--- src/rtl/bitop_batch_sequencer.sv ---
// Batch buffer + sequencer: collects input vectors, then streams f(vector) results
// one per handshake through a fixed XOR/inverter bit-op datapath.
module bitop_batch_sequencer #(
    parameter int unsigned IN_W  = 20,
    parameter int unsigned OUT_W = 10,
    parameter int unsigned DEPTH = 8,
    parameter int unsigned CNT_W = 4
) (
    input  logic             clk,
    input  logic             rst_n,
    input  logic             in_valid,
    output logic             in_ready,
    input  logic [IN_W-1:0]  in_data,
    input  logic             start,
    output logic             busy,
    output logic             done,
    output logic             out_valid,
    input  logic             out_ready,
    output logic [OUT_W-1:0] out_data,
    output logic [CNT_W-1:0] out_index,
    output logic [CNT_W-1:0] vec_count
);

    localparam int unsigned AW = $clog2(DEPTH);
    // Only v[8:1] feeds the datapath, so only those bits are buffered.
    localparam int unsigned VW = 8;

    typedef enum logic [1:0] {
        ST_IDLE = 2'd0,
        ST_RUN  = 2'd1,
        ST_DONE = 2'd2
    } state_e;

    state_e           state_q, state_d;
    logic [CNT_W-1:0] count_q, count_d;
    logic [CNT_W-1:0] idx_q, idx_d;
    logic [OUT_W-1:0] data_q, data_d;
    logic             valid_q, valid_d;
    logic             busy_q, busy_d;
    logic             done_q, done_d;

    logic [VW-1:0]    buf_q [DEPTH];
    logic             wr_en;
    logic [AW-1:0]    rd_addr;
    logic [VW-1:0]    rd_vec;
    logic [OUT_W-1:0] rd_res;
    logic [CNT_W-1:0] idx_nxt;
    logic             hs;
    logic             unused_in_bits;

    assign unused_in_bits = ^{in_data[IN_W-1:VW+1], in_data[0]};

    // s holds v[8:1]: two XOR lanes on v[2:1]^v[4:3], four inverters on v[8:5].
    function automatic logic [OUT_W-1:0] bitop_f(input logic [VW-1:0] s);
        logic [OUT_W-1:0] r;
        r      = '0;
        r[1:0] = s[1:0] ^ s[3:2];
        r[5:2] = ~s[7:4];
        return r;
    endfunction

    assign idx_nxt = idx_q + CNT_W'(1);
    assign hs      = valid_q && out_ready;
    assign rd_addr = (state_q == ST_RUN) ? idx_nxt[AW-1:0] : AW'(0);
    assign rd_vec  = buf_q[rd_addr];
    assign rd_res  = bitop_f(rd_vec);

    // Next-state, load control and result sequencing.
    always_comb begin
        state_d  = state_q;
        count_d  = count_q;
        idx_d    = idx_q;
        data_d   = data_q;
        valid_d  = valid_q;
        wr_en    = 1'b0;
        in_ready = 1'b0;

        case (state_q)
            ST_IDLE: begin
                in_ready = (count_q < CNT_W'(DEPTH)) && !start;
                if (start) begin
                    if (count_q != '0) begin
                        state_d = ST_RUN;
                        idx_d   = '0;
                        data_d  = rd_res;
                        valid_d = 1'b1;
                    end else begin
                        state_d = ST_DONE;
                    end
                end else if (in_valid && in_ready) begin
                    wr_en   = 1'b1;
                    count_d = count_q + CNT_W'(1);
                end
            end
            ST_RUN: begin
                if (hs) begin
                    if (idx_nxt == count_q) begin
                        valid_d = 1'b0;
                        count_d = '0;
                        state_d = ST_DONE;
                    end else begin
                        idx_d  = idx_nxt;
                        data_d = rd_res;
                    end
                end
            end
            ST_DONE: begin
                count_d = '0;
                state_d = ST_IDLE;
            end
            default: begin
                state_d = ST_IDLE;
            end
        endcase

        busy_d = (state_d == ST_RUN);
        done_d = (state_d == ST_DONE);
    end

    always_ff @(posedge clk or negedge rst_n) begin
        if (!rst_n) begin
            state_q <= ST_IDLE;
            count_q <= '0;
            idx_q   <= '0;
            data_q  <= '0;
            valid_q <= 1'b0;
            busy_q  <= 1'b0;
            done_q  <= 1'b0;
        end else begin
            state_q <= state_d;
            count_q <= count_d;
            idx_q   <= idx_d;
            data_q  <= data_d;
            valid_q <= valid_d;
            busy_q  <= busy_d;
            done_q  <= done_d;
        end
    end

    // Vector storage needs no reset; contents are only read below count_q.
    always_ff @(posedge clk) begin
        if (wr_en) begin
            buf_q[count_q[AW-1:0]] <= in_data[VW:1];
        end
    end

    assign busy      = busy_q;
    assign done      = done_q;
    assign out_valid = valid_q;
    assign out_data  = data_q;
    assign out_index = idx_q;
    assign vec_count = count_q;

endmodule

--- config.mk ---
export PLATFORM = sky130hd
export DESIGN_NAME = bitop_batch_sequencer
export DESIGN_NICKNAME = d
export VERILOG_FILES = /design/src/rtl/bitop_batch_sequencer.sv
export SDC_FILE = /design/constraint.sdc
export NUM_CORES = 1
export LEC_CHECK = 0
export ABC_AREA = 1
export CORE_MARGIN = 8
export CORE_UTILIZATION = 50
export DETAILED_ROUTE_END_ITERATION = 8
export GPL_ROUTABILITY_DRIVEN = 0
export PLACE_DENSITY = 0.74
export SETUP_SLACK_MARGIN = 0.02
export SKIP_LAST_GASP = 1
export SLEW_MARGIN = 20
export SYNTH_ARGS = -nofsm -noshare
export SYNTH_HDL_FRONTEND = slang
export SYNTH_SLANG_ARGS = --single-unit
--- constraint.sdc ---
create_clock -name clk -period 1.9 [get_ports clk]
set_input_delay 0.285 -clock clk [delete_from_list [all_inputs] [get_ports clk]]
set_output_delay 0.285 -clock clk [all_outputs]
set_load 0.02 [all_outputs]
# After elaboration in Yosys (flattened, before gate mapping)
# Memory sizes are Yosys's and may differ from the RTL's.
# Cells that the tools add are included.
[totals]
regBits = 23
latchBits = 0
mem_bits_rw = 64
mem_bits_ro = 0
in_bits = 25
output_inout_bits = 22
elab_cells = 68
n_memories = 1
[classes]
add_sub_neg = 2
mul = 0
div_mod_pow = 0
magnitude_cmp = 1
n_eq_ne = 12
n_shift = 0
muxes = 32
bitwise = 2
reduce_logical = 11
[memory_table]
columns = ["name", "depth", "width", "rd", "rd_ports_with_merged_regs", "write_ports", "line_no", "text"]
rows = [
  ["buf_q", 8, 8, 1, 0, 1, "42", "logic [VW-1:0] buf_q [DEPTH];"],
]
[op_table]
columns = ["operator", "count"]
rows = [
  ["2-to-1 mux 10 bit", 4],
  ["2-to-1 mux 4 bit", 8],
  ["one-hot mux 10 bit (2 select lines)", 1],
  ["AND reduction 5 bit", 3],
  ["inequality test 2 bit (second input constant)", 6],
  ["one-hot mux 4 bit (3 select lines)", 1],
  ["2-to-1 mux 1 bit", 10],
  ["adder 4 x 1 -> 4 bit (second input constant)", 2],
  ["2-to-1 mux 2 bit", 4],
  ["one-hot mux 4 bit (2 select lines)", 1],
  ["equality test 2 x 1 -> 1 bit (second input constant)", 2],
  ["equality test 2 bit (second input constant)", 2],
  ["equality test 4 bit", 1],
  ["less-than comparator 4 bit (second input constant)", 1],
  ["NOT 4 bit", 1],
  ["one-hot mux 2 bit (2 select lines)", 1],
  ["nonzero test 4 bit", 1],
  ["logical AND 1 bit", 3],
  ["2-to-1 mux 3 bit", 1],
  ["nonzero test 3 bit", 1],
  ["logical NOT 2 bit", 1],
  ["inequality test 2 x 1 -> 1 bit (second input constant)", 1],
  ["one-hot mux 1 bit (2 select lines)", 1],
  ["nonzero test 2 bit", 1],
  ["2 further kinds", 2],
]

# Depth between registers and ports, before layout
# Gate-level depths: netlist of run 1.
[depth]
ltp_word = 8
ltp_mapped = 14
ltp_nobuf = 13

# Worst setup path after synthesis of run 1
# Ideal clock, no wire load.
[synth_timing]
path_kind = "register -> register"
from = "reg state_q[1]"
to = "mem buf_q[6][0], enable pin"
setup_ns = 0.383
arrival_ns = 1.608
required_ns = 1.517
setup_slack_ns = -0.091
stages_incl_launch_ff = 7
n_path_buf = 0
period_less_slack_ns = 1.991
cell_sequence = "dfrtp_1 inv_1 ha_1 inv_1 nor2_1 nand2_1 nor3_1"
[synth_via]
elab_chain_cells = 4
[synth_lines]
columns = ["item", "line_no", "text"]
rows = [
  ["start: declaration", "34", "state_e state_q, state_d;"],
  ["start signal: assignment", "130", "state_q <= state_d;"],
  ["logical NOT 2 bit", "78", "case (state_q)"],
  ["2-to-1 mux 1 bit", "78", ""],
  ["2-to-1 mux 1 bit", "142", "if (wr_en) begin"],
  ["2-to-1 mux 1 bit (implied by the code)", "143", "buf_q[count_q[AW-1:0]] <= in_data[VW:1];"],
  ["end: declaration", "42", ""],
]
# Every way passes these cells.

# Worst setup path after layout of run 1
[layout_timing]
from = "reg idx_q[0] (netlist: out_index[0])"
to = "out out_index[0]"
[layout_rtl]
columns = ["item", "line_no", "text"]
rows = [
  ["start: declaration", "36", "logic [CNT_W-1:0] idx_q, idx_d;"],
  ["start signal: assignment", "132", "idx_q <= idx_d;"],
  ["end: declaration", "20", "output logic [CNT_W-1:0] out_index,"],
]
# No word-level cell between the ends.

==> results of run 1 <==
power by group through the flow:
stage | clock [mW] | combinational [mW] | sequential, mW
final | 1.56 | 3.10 | 2.30
after global routing | 1.66 | 3.43 | 2.33
after CTS | 1.59 | 2.99 | 2.29
after detailed placement | 0 | 2.97 | 2.33
after global placement | 0 | 2.89 | 2.33
after floorplan | 0 | 1.91 | 2.52
state kept, by name, summed over array words and instances (netlist names):
signal     cells
buf_q         64
busy           1
state_q        2
out_index      4
vec_count      4
done           1
out_data       6
out_valid      1
area by class of cell:
class / instances / area (um2) / share of cell area [%]
flip-flops and latches: 83 / 2399 / 50.69
inverters: 22 / 90.09 / 1.904
multi-input cells: 256 / 1333 / 28.16
well taps: 102 / 127.6 / 2.697
clock inverters: 7 / 127.6 / 2.697
repair buffers: 56 / 531.8 / 11.24
clock buffers: 9 / 123.9 / 2.618
path summary, 6_finish.rpt:
path	start	end	cells past startpoint
min reg2reg	out_data[3]	out_data[3]	2
max in group asynchronous	rst_n	state_q[0]	2
max	out_index[0]	out_index[0]	2
min in group clk	out_data[3]	out_data[3]	2
max reg2reg	out_index[0]	out_index[1]	9
min	rst_n	vec_count[2]	2
cell usage in the layout, fill, tap and decap left out, types with 3 or more instances in the layout:
cell | netlist | final
edfxtp_1 | 64 | 64
inv_6 | 0 | 4
bufinv_16 | 0 | 3
buf_4 | 8 | 22
conb_1 | 1 | 4
inv_1 | 16 | 15
clkbuf_8 | 0 | 9
o21ai_2 | 8 | 8
nand2_1 | 133 | 133
o21ai_1 | 4 | 5
buf_12 | 1 | 3
nor2_1 | 6 | 5
nand4_1 | 3 | 3
ha_1 | 6 | 4
clkdlybuf4s50_1 | 0 | 29
nand2_2 | 9 | 9
a21oi_1 | 10 | 10
nor3_1 | 7 | 5
nand3_1 | 45 | 45
dfrtp_1 | 19 | 18
o21ai_0 | 4 | 3
inv_2 | 5 | 5
nand3_2 | 5 | 5
worst max-delay path: cells and delay by family, from the launching register on:
family / cells / cell delay (ps)
buf+inv: 2 / 830
flops: 1 / 410
through the flow:
step | hold WS, ps | area, um2 | worst slack, ps | utilization [%]
after floorplan | -10.59 | 3892 | -91.22 | -
after global placement | 461.9 | 4418 | 84.47 | 58.08
after detailed placement | 465.1 | 4418 | 46.58 | 58.08
after CTS | 260.2 | 4671 | 27.50 | 61.40
after global routing | 282.6 | 4732 | -24.22 | 62.20
final | 262.6 | 4732 | 28.88 | 62.20
cell families (layout without fill, tap and decap cells):
kind of cell / count (synthesis) / after routing / synth area share, %
AOI/OAI and AO/OA: 30 / 30 / 5.352
xor gates and xnor gates: 1 / 1 / 0.2257
adders and majority gates: 6 / 6 / 1.934
buffers and inverters: 38 / 94 / 5.480
DFF: 83 / 83 / 61.77
other: 1 / 4 / 0.09662
and+or+nand+nor: 215 / 215 / 25.15
per-layer routing:
metal | GRT usage, % | up-vias | share of wire [%]
met1 | 18.45 | 1293 | 40
met3 | 3.284 | 7 | 5.7
met5 | 0 | - | 0
met2 | 28.00 | 67 | 53
li1 | - | 1363 | -
met4 | 6.825 | 0 | 1.1
timing repair:
action                     4_1_cts  5_1_grt
pin swaps                        0        2
setup endpoints to repair        1       26
gates cloned                     0        0
resized for setup                4       16
hold endpoints to repair         0        0
buffers inserted                 0        1
==> metrics.txt, run 1 <==
Post-Synthesis Cells=374; switch share=38.63%; Starting DRT DRC Count=127; average wire per standard cell=15.32 um; MaxCap Viol Count=0; area share of the largest cell type after synthesis=49.52%; Mapped Avg Cell Area=10.38 um2; via count=2730; grt ovf=0; Final period util=98.48%; largest net degree at the start of global routing=22; H-tree depth=3; Core Box Area=0.007607 mm2; final WL=8196 um; max-slew violations=0; Post-route DRC=0; Pwr Density=1471 mW/mm2; main flop type after synthesis=edfxtp_1; Worst R2R Setup Slack=130 ps; Reg power frac=33.1%; Gate power share=44.5%; Largest stage delay, worst path=620 ps; hold buffers post-CTS=0; required time worst endpoint=1620 ps; Die Y=104.1 um; net load switching power=2.688 mW; largest cells by area after synthesis=edfxtp_1 (50%), nand2_1 (13%), dfrtp_1 (12%), nand3_1 (5.8%), ha_1 (1.9%); Pint=4.270 mW; row cnt=32; peak supply drop=0.6105 mV; antenna viol nets, final=0; Area Overhead vs Synth=21.92%; most common cell in the netlist=nand2_1; Startpoint Class=flop; nets@finish=459; Crit Path Class=reg -> out; top cells by count, synth=nand2_1 (133), edfxtp_1 (64), nand3_1 (45); die area=0.01084 mm2; first-pass GRT wire length=13680 um; Max Buffers Root-to-Sink=2; antenna cells=0; clk_lat worst skew=350 ps; vias in the first global route=2746; CTS Buf Count=9; Power Total=6.959 mW; effective utilization at floorplan=51.02%; register bit total from synthesis=83; final hold vios=0; Final min period=1871 ps; post-synth top area cell=edfxtp_1; Clk pwr share=22.4%; Slowest-stage cell, CP=clkdlybuf4s50_1; RSZ-0062 raised after global routing=true; I/O pin count=47; sequential fraction of the synthesis area=61.77%; async set-reset flop share out of synthesis=22.89%; PortBufs=30; DP Wirelength=5417 um; Crit Path Max Fanout=7; Synth warnings=0; Fill cells=602; maximum clock rate=534.4 MHz; synthesized cell area=0.003881 mm2; Cell variety after synth=31; post-route setup TNS=0 ps; DIE WIDTH=104.1 um; final setup violating endpoints=0; CTS tree=yes; Hold Crit Class=in -> async; clock root cell=clkbuf_8; Non-Filler Instances=535; share of cells above drive strength 1=20.09%; crit path capture type=output port; Global Route Usage Sum=15.96%; CP arrival=1590 ps; clk_skew=10.74 ps; crit-path cells=buf_4 > clkdlybuf4s50_1; status=finished clean; DR vias/cell=5.103; initial antenna violation count=0; number of iterations in the first detailed-routing pass=4; P_leak=1.900 nW; Post-synth EDFFs=64; placed insts=518; CTS sink cnt=83; Worst-path clk slew=90 ps
(Power assumes the default switching activity.)
==> inputs of run 2 (changes only) <==
--- a/config.mk
+++ b/config.mk
@@ -6,6 +6,7 @@
 export NUM_CORES = 1
 export LEC_CHECK = 0
 export ABC_AREA = 1
+export CORE_ASPECT_RATIO = 0.6
 export CORE_MARGIN = 8
 export CORE_UTILIZATION = 50
 export DETAILED_ROUTE_END_ITERATION = 8
==> metrics.txt, run 2 (synthesized netlist as in run 1, its figures left out) <==
via count=2768 (+1.4%); row cnt=25 (-22%); first-pass GRT wire length=13590 um (-0.60%); DR vias/cell=5.098 (-0.10%); DIE WIDTH=129.7 um (+25%); antenna cells=0 (unchanged); peak supply drop=0.8971 mV (+47%); Setup Buffers After CTS=0 (unchanged); Crit Path Max Fanout=12 (+5); die area=0.01093 mm2 (+0.85%); Hold Crit Class=in -> async; grt ovf=0 (unchanged); RSZ-0062 raised after global routing=true; share of cells above drive strength 1=19.31% (-0.78 points); Final period util=94.15% (-4.3 points); H-tree depth=3 (unchanged); Die Y=84.25 um (-19%); Max Buffers Root-to-Sink=2 (unchanged); CP arrival=2000 ps (+410 ps); effective utilization at floorplan=50.44% (-0.58 points); Pwr Density=1504 mW/mm2 (+2.3%); Final min period=1789 ps (-82.22 ps); nets@finish=461 (+0.44%); Core Box Area=0.007695 mm2 (+1.2%); Crit Path Class=reg -> reg; vias in the first global route=2633 (-4.1%); most common cell after layout, fill and taps aside=nand2_1; CTS tree=yes; antenna viol nets, final=0 (unchanged); final setup violating endpoints=0 (unchanged); post-route setup TNS=0 ps (unchanged); WHS=289.3 ps (+26.65 ps); clk_skew=11.04 ps (+0.3042 ps); final WL=8420 um (+2.7%); crit path capture type=flop; DP Wirelength=5889 um (+8.7%); largest net degree at the start of global routing=32 (+45%); Area Overhead vs Synth=23.73%; CTS Buf Count=9 (unchanged); max-slew violations=0 (unchanged); Fill cells=629 (+4.5%); number of iterations in the first detailed-routing pass=4 (unchanged); CTS sink cnt=83 (unchanged); initial antenna violation count=0 (unchanged); status=finished clean; final std cell area, no fill=0.004802 mm2 (+1.5%); final hold vios=0 (unchanged); most frequent cells in the layout=nand2_1 (133), edfxtp_1 (64), nand3_1 (45); clk_lat worst skew=340 ps (about the same); Area after DPL=0.004441 mm2 (+0.51%); required time worst endpoint=2110 ps (+490 ps); I/O pin count=47 (unchanged); P_leak=1.950 nW (+2.6%); MaxCap Viol Count=0 (unchanged); Starting DRT DRC Count=188 (+48%); final core utilization=62.41% (+0.20 points); PortBufs=30 (unchanged); maximum clock rate=559.0 MHz (+4.6%); clock root cell=clkbuf_16; worst setup margin=111.1 ps (+82.22 ps); Post-route DRC=0 (unchanged); Startpoint Class=flop; Worst-path clk slew=60 ps (-30 ps); average wire per standard cell=15.51 um (+1.2%); max reg flops=64 (unchanged); dpl ws=13.19 ps (-33.40 ps); Global Route Usage Sum=16.51% (+0.55 points)
-- run 2: changes by cell type in the layout (fill, tap and decap cells not counted), moves of 2 or more --
cell       previous run  this run
nor3_2                2         0
bufinv_16             3         1
clkbuf_8              9         0
buf_4                22        24
nor3_1                5         7
inv_6                 4         1
clkbuf_16             0        11
-- run 2: repair_timing --
item                                    CTS  global route
endpoints found under the setup margin    4             5
cloned                                    0             1
hold buffers                              0             0
gates resized for setup                   3             7
-- run 2: power breakdown --
part,total (mW),internal [mW],leakage (nW),switching [mW]
Clock,1.78,1.10,0.151,0.679
Sequential,2.32,2.19,0.816,0.130
Combinational,3.12,1.21,0.983,1.91
-- run 2: area by class of cell --
| class | count | area, um2 | area share (%) |
|---|---|---|---|
| clock buffer | 11 | 254.0 | 5.289 |
| inverter | 22 | 85.08 | 1.772 |
| multi-input combinational | 256 | 1309 | 27.25 |
| sequential | 83 | 2399 | 49.95 |
| tap | 108 | 135.1 | 2.814 |
| timing repair buffer | 58 | 560.5 | 11.67 |
| clock inverter | 5 | 60.06 | 1.251 |
-- run 2: critical path, cell delays in order (launching register included) --
cell	delay, ps
dfrtp_1	380
ha_1	380
nor2_1	160
o21ai_2	90
nor2_4	150
nand2_4	80
nand2_2	80
nand2_4	150
o21ai_2	120
nand2_1	80
-- run 2: per-layer routing --
metal  share of wire [%]  GRT usage, %  up-vias
li1                    -             -     1372
met1                  45         22.52     1312
met2                  45         23.62       80
met3                 9.4         6.705        4
met4                0.49         4.507        0
met5                   0             0        -
-- run 2: worst paths after layout --
path,start,to,slack (ps),cells after the start
setup / recovery,out_index[0],out_data[5],110,9
hold / removal,rst_n,done,290,2
setup reg to reg,out_index[0],out_data[5],110,9
hold reg to reg,out_data[1],out_data[1],490,2
max in group asynchronous,rst_n,state_q[0],1380,2
min in group clk,out_data[1],out_data[1],490,2
-- run 2: per-stage QoR --
stage               power, mW  instances
finish                  7.223        543
global route            7.685        543
CTS                     7.205        542
detailed placement      5.373        526
global placement        5.297        526
floorplan               4.435        377
==> RTL change: new RTL, config.mk and constraints of run 1 <==
`data_q` no longer has a reset.
--- a/src/rtl/bitop_batch_sequencer.sv
+++ b/src/rtl/bitop_batch_sequencer.sv
@@ -122,7 +122,6 @@
             state_q <= ST_IDLE;
             count_q <= '0;
             idx_q   <= '0;
-            data_q  <= '0;
             valid_q <= 1'b0;
             busy_q  <= 1'b0;
             done_q  <= 1'b0;
@@ -130,11 +129,14 @@
             state_q <= state_d;
             count_q <= count_d;
             idx_q   <= idx_d;
-            data_q  <= data_d;
             valid_q <= valid_d;
             busy_q  <= busy_d;
             done_q  <= done_d;
         end
+    end
+
+    always_ff @(posedge clk) begin
+        data_q <= data_d;
     end
 
     // Vector storage needs no reset; contents are only read below count_q.
Function: differs if rst_n is asserted again (counterexample within 4 cycles, from zero or initial values and one cycle with rst_n low); with rst_n held inactive, the same outputs for 4 cycles.
==> RTL change against run 1 <==
  * Sequential cell count unchanged
  * Fmax increased by 4.0%
  * First-iteration DRC count increased by 20%
  * Total power decreased by 14%
  * Synthesized area decreased by 3.3%
  * Final area decreased by 3.4%
  * Synthesized cell count decreased by 8.8%
  * Routed wire length decreased by 4.7%
  * Setup slack improved by 0.072 ns
  * Critical path depth increased by 5
==> RTL change: results (changes against run 1) <==
outcome: "finished clean"
grt_max_degree: 19  # -14%
n_all_inverters: 19  # -14%
async_flop_share: 0.1566  # -0.07229
fillCellCount: 571  # -5.1%
slowest_delay_ns: 0.39  # -0.23 ns
worst-r2r-setup-slack_ns: 0.10  # -0.03 ns
seq_area_frac: 0.5315  # +0.02462
fin_crit_sh: 0.9468  # -0.03800
post_drt_wl_per_cell_um: 15.53  # +1.4%
syn-mean-instance-area_um2: 11.01  # +6.1%
via_per_inst: 5.266  # +3.2%
num-nets-final: 430  # -6.3%
synth_area_leaders: "edfxtp_1 (56%), nand2_1 (12%), dfrtp_1 (8.7%)"
place_area_mm2: 0.004313  # -2.4%
grt_usage: 0.1572  # -0.002364
place_ws_ns: -0.06892  # -0.1155 ns
synth_compound_area_frac: 0.03767  # -0.01585
drt_first_iter_violations: 153  # +20%
area_growth_pct: 21.73
dp.cells: 487  # -6.0%
finClkSkew_ns: 0.01498  # +0.004247 ns
ys_types: 32  # +3.2%
multi_input_area_share: 0.2599  # -0.02174
yosys-top-cells-count: "nand2_1 (119), edfxtp_1 (70), nand3_1 (37)"
dp_hpwl_um: 5164  # -4.7%
hold_ws_ns: 0.3275  # +0.06485 ns
synth_seq_area_share: 0.6467  # +0.02900
clock_buffers: 12  # +3
## RTL change: path summary, 6_finish.rpt
path / depth (start not counted) / startpoint / end
worst min-delay path: 1 / rst_n / out_valid
worst max register to register: 7 / state_q[1] / buf_q[6][3]
min in group clk: 2 / out_valid / out_valid
max in group asynchronous: 1 / rst_n / state_q[0]
worst min register to register: 2 / out_valid / out_valid
worst max-delay path: 7 / state_q[1] / buf_q[6][3]
## RTL change: per-layer routing
metal / GRT usage / vias up / share of wire
met5: 0 / - / 0
met4: 0.09368 / 0 / 0.021
met3: 0.03376 / 13 / 0.060
met2: 0.2642 / 80 / 0.51
met1: 0.1810 / 1279 / 0.41
li1: - / 1277 / -
## RTL change: power breakdown
group          total, mW  internal (mW)  switching [mW]
Clock               1.47          0.878           0.594
Sequential          2.32           2.24          0.0821
Combinational       2.21          0.832            1.38
Total               6.01           3.95            2.06
